**src/rtl/dcache_dm_ctrl.sv**
```systemverilog
// dcache_dm_ctrl: direct-mapped, write-through, no-write-allocate data cache
// controller between a single-cycle core and a word-wide req/ack memory.
//
// Ports:
//   clk, RST             clock (rising edge), asynchronous active-high reset
//   MemRead, MemWrite    core load/store requests, held while stall=1
//   WA, Data_in          core byte address and store data
//   Data_out, stall      combinational load data and core freeze
//   mem_req, mem_we      backing-memory request and direction (1 = write)
//   mem_addr, mem_wdata  word-aligned byte address and write data (0 when idle)
//   mem_rdata, mem_ack   read data and transfer acknowledge
//   hit_cnt, miss_cnt    saturating load hit/miss counters
//
// Handshake: a backing-memory transfer completes on the rising edge where
// mem_req && mem_ack; mem_req, mem_we, mem_addr and mem_wdata hold steady
// until that edge, and mem_req only rises in REFILL or WRITE.
module dcache_dm_ctrl #(
  parameter int ADDR_W = 10,
  parameter int DATA_W = 32,
  parameter int LINES  = 8,
  parameter int WORDS  = 4,
  parameter int CNT_W  = 16
) (
  input  logic              clk,
  input  logic              RST,
  input  logic              MemRead,
  input  logic              MemWrite,
  input  logic [ADDR_W-1:0] WA,
  input  logic [DATA_W-1:0] Data_in,
  output logic [DATA_W-1:0] Data_out,
  output logic              stall,
  output logic              mem_req,
  output logic              mem_we,
  output logic [ADDR_W-1:0] mem_addr,
  output logic [DATA_W-1:0] mem_wdata,
  input  logic [DATA_W-1:0] mem_rdata,
  input  logic              mem_ack,
  output logic [CNT_W-1:0]  hit_cnt,
  output logic [CNT_W-1:0]  miss_cnt
);

  localparam int OFF_W = $clog2(WORDS);
  localparam int IDX_W = $clog2(LINES);
  localparam int WA_W  = ADDR_W - 2;
  localparam int TAG_W = ADDR_W - 2 - OFF_W - IDX_W;

  typedef enum logic [1:0] {S_IDLE, S_REFILL, S_WRITE} state_t;
  state_t state, state_nx;

  logic [LINES-1:0]  valid;
  logic [TAG_W-1:0]  tag_mem  [LINES];
  logic [DATA_W-1:0] data_mem [LINES*WORDS];

  logic [OFF_W-1:0]  cnt;
  logic [WA_W-1:0]   lat_waddr;   // word address of the pending miss or store
  logic [DATA_W-1:0] lat_data;
  logic              wr_done;
  logic              just_filled;

  // Byte-offset bits are never used; words are always aligned.
  logic unused_wa;
  assign unused_wa = ^WA[1:0];

  // Core-side address decode.
  logic [TAG_W-1:0] wa_tag;
  logic [IDX_W-1:0] wa_idx;
  logic [OFF_W-1:0] wa_off;
  logic             hit;
  assign wa_tag = WA[ADDR_W-1 -: TAG_W];
  assign wa_idx = WA[2+OFF_W +: IDX_W];
  assign wa_off = WA[2 +: OFF_W];
  assign hit    = valid[wa_idx] && (tag_mem[wa_idx] == wa_tag);

  // Latched-address decode, used by refill and by the write-through update.
  logic [TAG_W-1:0] lt_tag;
  logic [IDX_W-1:0] lt_idx;
  logic [OFF_W-1:0] lt_off;
  logic             lat_hit;
  assign lt_tag  = lat_waddr[WA_W-1 -: TAG_W];
  assign lt_idx  = lat_waddr[OFF_W +: IDX_W];
  assign lt_off  = lat_waddr[0 +: OFF_W];
  assign lat_hit = valid[lt_idx] && (tag_mem[lt_idx] == lt_tag);

  logic idle, load_req, load_hit, load_miss, st_start, st_retire;
  logic refill_ack, refill_last, write_ack;
  assign idle        = (state == S_IDLE);
  assign load_req    = idle && MemRead && !MemWrite;
  assign load_hit    = load_req && hit;
  assign load_miss   = load_req && !hit;
  assign st_start    = idle && MemWrite && !wr_done;
  assign st_retire   = idle && MemWrite && wr_done;
  assign refill_ack  = (state == S_REFILL) && mem_ack;
  assign refill_last = refill_ack && (cnt == '1);
  assign write_ack   = (state == S_WRITE) && mem_ack;

  // State register.
  always_ff @(posedge clk or posedge RST) begin
    if (RST) state <= S_IDLE;
    else     state <= state_nx;
  end

  // Next-state logic.
  always_comb begin
    state_nx = state;
    case (state)
      S_IDLE: begin
        if (st_start)       state_nx = S_WRITE;
        else if (load_miss) state_nx = S_REFILL;
      end
      S_REFILL: if (refill_last) state_nx = S_IDLE;
      S_WRITE:  if (write_ack)   state_nx = S_IDLE;
      default:  state_nx = S_IDLE;
    endcase
  end

  // Output logic.
  always_comb begin
    stall     = 1'b0;
    mem_req   = 1'b0;
    mem_we    = 1'b0;
    mem_addr  = '0;
    mem_wdata = '0;
    Data_out  = '0;
    case (state)
      S_IDLE: begin
        if (MemWrite)     stall = !wr_done;
        else if (MemRead) stall = !hit;
        if (load_hit) Data_out = data_mem[{wa_idx, wa_off}];
      end
      S_REFILL: begin
        stall    = 1'b1;
        mem_req  = 1'b1;
        mem_addr = {lat_waddr[WA_W-1:OFF_W], cnt, 2'b00};
      end
      S_WRITE: begin
        stall     = 1'b1;
        mem_req   = 1'b1;
        mem_we    = 1'b1;
        mem_addr  = {lat_waddr, 2'b00};
        mem_wdata = lat_data;
      end
      default: stall = 1'b0;
    endcase
  end

  // Control registers and statistics.
  always_ff @(posedge clk or posedge RST) begin
    if (RST) begin
      valid       <= '0;
      cnt         <= '0;
      lat_waddr   <= '0;
      lat_data    <= '0;
      wr_done     <= 1'b0;
      just_filled <= 1'b0;
      hit_cnt     <= '0;
      miss_cnt    <= '0;
    end else begin
      if (load_miss || st_start) lat_waddr <= WA[ADDR_W-1:2];
      if (st_start)  lat_data <= Data_in;
      if (load_miss) cnt <= '0;
      if (refill_ack) cnt <= cnt + 1'b1;
      if (refill_last) begin
        valid[lt_idx] <= 1'b1;
        just_filled   <= 1'b1;
      end
      if (write_ack) wr_done <= 1'b1;
      if (st_retire) wr_done <= 1'b0;
      // The retire after a refill is neither a hit nor a miss; any IDLE
      // request consumes the flag so it cannot suppress a later hit.
      if (idle && (MemRead || MemWrite)) just_filled <= 1'b0;
      if (load_hit && !just_filled && (hit_cnt != '1)) hit_cnt <= hit_cnt + 1'b1;
      if (load_miss && (miss_cnt != '1)) miss_cnt <= miss_cnt + 1'b1;
    end
  end

  // Tag and data arrays carry no reset; valid bits gate every use.
  always_ff @(posedge clk) begin
    if (!RST) begin
      if (refill_ack)  data_mem[{lt_idx, cnt}] <= mem_rdata;
      if (refill_last) tag_mem[lt_idx] <= lt_tag;
      if (write_ack && lat_hit) data_mem[{lt_idx, lt_off}] <= lat_data;
    end
  end

endmodule

```
**config.mk**
```make
export PLATFORM = sky130hd
export DESIGN_NAME = dcache_dm_ctrl
export DESIGN_NICKNAME = d
export VERILOG_FILES = /design/src/rtl/dcache_dm_ctrl.sv
export SDC_FILE = /design/constraint.sdc
export NUM_CORES = 1
export LEC_CHECK = 0
export ABC_AREA = 0
export BUFFER_PORTS_ARGS = -buffer_cell sky130_fd_sc_hd__buf_2
export CORE_ASPECT_RATIO = 1.4
export CORE_UTILIZATION = 36
export DETAILED_ROUTE_END_ITERATION = 10
export GPL_ROUTABILITY_DRIVEN = 0
export MAX_ROUTING_LAYER = met4
export PLACE_DENSITY = 0.5
export SLEW_MARGIN = 20
export SYNTH_ARGS = -nofsm -noshare
export SYNTH_HDL_FRONTEND = slang
export SYNTH_SLANG_ARGS = --single-unit
```
**constraint.sdc**
```tcl
create_clock -name clk -period 4.5 [get_ports clk]
set_clock_uncertainty 0.15 [all_clocks]
set_input_delay 0.9 -clock clk [delete_from_list [all_inputs] [get_ports clk]]
set_output_delay 0.9 -clock clk [all_outputs]
set_load 0.03 [all_outputs]
```
==> Yosys cells after proc, flatten, opt, wreduce, memory -nomap -nowiden <==
Memories as Yosys holds them, arrays and structs flattened.
Cells that the tools add are included.
{ "totals": {"reg_bits": 86, "ramBits": 1048, "out_inout_bits": 109, "memories": 2} }
{ "memory_table": {"columns": ["memory", "depth", "word_bits", "read_ports", "rd_ports_with_merged_regs", "write_ports", "line_no", "source"], "rows": [
  ["data_mem", 32, 32, 1, 0, 1, "52", "logic [DATA_W-1:0] data_mem [LINES*WORDS];"],
  ["tag_mem", 8, 3, 2, 0, 1, "51", "logic [TAG_W-1:0] tag_mem [LINES];"]
]} }
{ "classes": {"n_addsub": 3, "n_lt_le_gt_ge": 3, "eq_ne": 10, "mux": 38, "n_bitwise": 1, "reduce_logical": 31} }
{ "ops": {"columns": ["operator", "count"], "rows": [
  ["two-way mux 32 bit", 4],
  ["adder 16 x 1 -> 16 bit, second input constant", 2],
  ["inequality test 16 bit, second input constant", 2],
  ["OR reduction 32 bit", 1],
  ["two-way mux 1 bit", 21],
  ["one-hot mux 10 bit (2 select lines)", 1],
  ["logical AND 1 bit", 18],
  ["two-way mux 2 bit", 6],
  ["< comparator 3 x 4 -> 1 bit, second input constant", 2],
  ["OR 8 bit", 1],
  ["binary-select mux 1 bit (select 3 bit)", 2],
  ["equality test 3 bit", 2],
  ["one-hot mux 2 bit (3 select lines)", 1],
  ["nonzero test 2 bit", 3],
  ["two-way mux 5 bit", 1],
  ["equality test 2 bit, second input constant", 2],
  ["zero test 1 bit", 4],
  ["inequality test 2 bit, second input constant", 2],
  ["demux 1 bit (select 3 bit)", 1],
  ["greater-or-equal comparator 3 x 1 -> 1 bit, second input constant", 1],
  ["inequality test 3 x 1 -> 1 bit, second input constant", 1],
  ["AND reduction 3 bit", 1],
  ["adder 2 x 1 -> 2 bit, second input constant", 1],
  ["equality test 2 x 1 -> 1 bit, second input constant", 1],
  ["other kinds (4)", 5]
]} }

==> Depth between registers and ports, before layout <==
{ "depth": {"word_depth": 9, "ltp_mapped": 10, "depth_no_buf": 7} }

==> Worst setup path before layout <==
OpenSTA, ideal clock, no wires.
{ "synth_path": {"path_kind": "register to register", "start": "register state[0]", "end": "memory data_mem[11][0], enable pin", "setup_time_ps": 432, "arrival_ps": 3960, "t_required_ps": 3918, "setup_slack_ps": -42, "path_stages_with_launch": 9, "path_buffers": 2, "cell_sequence": "dfrtp_1 -> inv_1 -> ha_1 -> clkbuf_1 -> nand2_1 -> or4_4 -> or4_1 -> buf_2 -> a21oi_1"} }
{ "synth_via": {"elab_chain_len": 8, "elab_cells_between_ends": 14} }
{ "synth_lines": {"columns": ["item", "line_no", "source"], "rows": [
  ["start, declared", "48", "state_t state, state_nx;"],
  ["start signal, assigned", "99", "else state <= state_nx;"],
  ["equality test 2 bit", "94", "assign write_ack = (state == S_WRITE) && mem_ack;"],
  ["logical AND 1 bit", "94", null],
  ["logical AND 1 bit", "181", "if (write_ack && lat_hit) data_mem[{lt_idx, lt_off}] <= lat_data;"],
  ["two-way mux 1 bit", "181", null],
  ["two-way mux 1 bit", "178", "if (!RST) begin"],
  ["two-way mux 1 bit (not written as such)", "181", null],
  ["OR reduction 32 bit (no line)", null, null],
  ["two-way mux 5 bit (no line) / two-way mux 1 bit (equally long branches)", null, null],
  ["end, declared", "52", null]
]} }
Several ways; a longest one is shown, not always the timed one.

==> Worst setup path after layout <==
{ "layout_path": {"start": "input port WA[2]", "end": "output port Data_out[18]"} }
{ "layout_via": {"elab_chain_len": 3} }
{ "layout_lines": {"columns": ["item", "line_no", "source"], "rows": [
  ["start, declared", "28", "input logic [ADDR_W-1:0] WA,"],
  ["memory (32 x 32 bit)", null, null],
  ["two-way mux 32 bit", "128", "if (load_hit) Data_out = data_mem[{wa_idx, wa_off}];"],
  ["two-way mux 32 bit", "124", "case (state)"],
  ["end, declared", "30", "output logic [DATA_W-1:0] Data_out,"]
]} }
No other way between the ends.

==> results.json <==
{
  "status": "complete, no violations",
  "cp-end-kind": "output pin",
  "final_cell_mix": "edfxtp_1 (1048), mux4_2 (298), buf_2 (178), nand2_1 (122), buf_4 (113)",
  "dr.first_iter.drc_count": 1828,
  "r2r_end": "data_mem[8][16]",
  "drt.antenna.violating_nets": 0,
  "critical_path_required_ps": 3450,
  "top_signal_layer_used": "met4",
  "port_buffers": 183,
  "clk_latency_ps": 720,
  "initial_core_util_pct": 36.2,
  "ys_warn_count": 0,
  "cts_setup_buffers": 0,
  "hold_violations": 0,
  "hp-class": "input port to async pin",
  "drt-total-wl_um": 118000,
  "synth-simple-area-share_pct": 3.61,
  "htree_levels": 3,
  "p_leak_uw": 0.0176,
  "dr.pass1.iters": 5,
  "ys_seq_area_share_pct": 74.8,
  "cts_sinks": 1134,
  "reg2reg_depth": 7,
  "yosys.area.top_type_share_pct": 70.0,
  "layout-drive-gt1-share_pct": 32.9,
  "antenna_found_initial": 7,
  "period_share_pct": 97.3,
  "synthMuxAreaShare_pct": 17.1,
  "crit_path_start": "WA[2]",
  "cp-endpoint": "Data_out[18]",
  "synth-xor-area-share_pct": 0.701,
  "slew_viol_final": 0,
  "setup_viol": 0,
  "synth_fa_ha_area_share_pct": 0.195,
  "power_density_nw_per_um2": 453,
  "fp.dieW_um": 301,
  "final_core_util_pct": 42.7,
  "grt_max_degree": 65,
  "period_needed_ps": 4380,
  "r2r_setup_slack_ps": 390,
  "synth_area_leaders": "edfxtp_1 (70%), mux4_2 (15%), dfrtp_1 (4.8%), mux2i_1 (1.1%), a211oi_1 (1.1%)",
  "wl_met1_um": 49100,
  "worstPathMaxFanout": 15,
  "async_reset_ff_share_pct": 7.58,
  "synth.distinct_cells": 49,
  "p_total_uw": 24000,
  "dieArea_um2": 126000,
  "place_ws_ps": 83.4,
  "crit_arrival_ps": 3330,
  "synth-compound-area-share_pct": 2.32,
  "cts_buffer_depth": 3,
  "synth-main-ff-cell": "edfxtp_1",
  "fmaxAchievable_mhz": 228,
  "cts_resized": 0,
  "ys_ff_latch": 1134,
  "critPathKind": "input port to output pin",
  "synth.avg_cell_area_um2": 20.4,
  "final_common_cell": "edfxtp_1",
  "num_rows": 153,
  "rr_startpoint": "lat_waddr[3]",
  "fp.coreArea_um2": 124000,
  "setup_tns_ps": 0,
  "io_pins": 188,
  "grt_pass1_vias": 24600,
  "ctsHoldBuffers": 0,
  "synth_edf_count": 1048,
  "clkTransAtPathRegs_ps": 70,
  "drv_cap": 0,
  "vias": 22700,
  "nets": 2611,
  "syn_area_um2": 45000,
  "route.met2.wl_um": 62100,
  "start_kind": "input port",
  "via_per_inst": 5.36,
  "final.setup.worst_slack_ps": 120,
  "grt_pass1_wl_um": 173000,
  "die_h_um": 420,
  "cts_tree": "yes",
  "rsz0062_at_grt": "false",
  "syn2layout_area_growth_pct": 17.8,
  "wl_per_cell_um": 27.9,
  "gr-usage-all-layers_pct": 19.7,
  "synth_top_family_by_area": "multiplexers",
  "dp_hpwl_um": 70400,
  "drt_drc_violations_left": 0,
  "max_slew_margin_pct": 28.8,
  "cts_buffers": 108,
  "synthDominantAreaCellType": "edfxtp_1",
  "tightest_slew_ps": 1070,
  "cts-root-buf": "clkbuf_16",
  "met3_wirelength_um": 5430,
  "syn_inst": 2201,
  "vdd_ir_drop_max_mv": 0.494,
  "grt.overflow.total": 0
}
==> worst max-delay path, stage by stage <==
cell and delay (ps):
buf_8 210, buf_12 230, buf_4 180, mux4_2 500, mux4_2 460, a21oi_1 310, buf_4 220, nor2_1 50
buf_2 200
==> cell families after synthesis <==
family	count (synthesis)
AND/OR/NAND/NOR	337
buffers and inverters	135
multiplexers	390
adder cells (fa/ha/maj)	7
other	1
AO/OA/AOI/OAI	161
XOR/XNOR	36
flip-flops	1134
==> state kept, by name, summed over array words and instances, names as in the netlist <==
name,cells
lat_waddr,8
just_filled,1
valid,8
lat_data,32
hit_cnt,16
miss_cnt,16
tag_mem,24
state,2
cnt,2
data_mem,1024
wr_done,1
==> layout make-up <==
type                       instances  area [µm²]
inverter                          10        40.0
multi-input combinational        933       11200
clock inverter                    68         607
tap                             1627        2040
fill                           10900       71100
clock buffer                     129        2800
antenna                            4        10.0
sequential                      1134       33600
timing repair buffer             338        2660
==> Yosys cell counts, drive strengths merged, types with 3 or more instances <==
cell and n:
mux2 43, edfxtp 1048, clkbuf 70, xor2 29, nand4 13, ha 7
mux2i 49, a21oi 70, and3 3, o21bai 7, nor2 70, nor2b 38
nor3 13, a211oi 64, nand2 123, mux4 298, and2 37, a221oi 3
xnor2 7, nand3 18, buf 55, o31ai 3, dfrtp 86, and4 3
nand2b 3, nor4 5, o21ai 5, inv 10
==> how the worst min path moves through the flow <==
| stage | from | to | cells past startpoint |
|---|---|---|---|
| floorplan | valid[5] | valid[5] | 2 |
| global placement | valid[5] | valid[5] | 2 |
| detailed placement | lat_data[15] | lat_data[15] | 2 |
| CTS | RST | wr_done | 2 |
| global route | RST | lat_waddr[0] | 2 |
| finish | RST | just_filled | 2 |
==> through the flow <==
stage / hold slack (ps) / cell area (µm²) / cells
after floorplan: 297 / 45000 / 2202
after global placement: 314 / 49500 / 4042
after detailed placement: 333 / 49500 / 4042
after CTS: 95.9 / 52900 / 4239
after global routing: 158 / 52900 / 4243
final: 148 / 52900 / 4243
==> per-layer routing <==
layer  global-route usage (%)  up-vias
li1                         -     9658
met1                     24.8    12400
met2                     33.9      604
met3                     2.67      104
met4                     4.41        0
met5                        -        -
==> report_power, final <==
| part | internal, µW | switching, µW | leakage, µW |
|---|---|---|---|
| combinational | 995 | 1900 | 0.00542 |
| sequential | 11900 | 292 | 0.0105 |
| clock | 5000 | 3910 | 0.00166 |
Note: power is estimated with default switching activity, not from simulation.
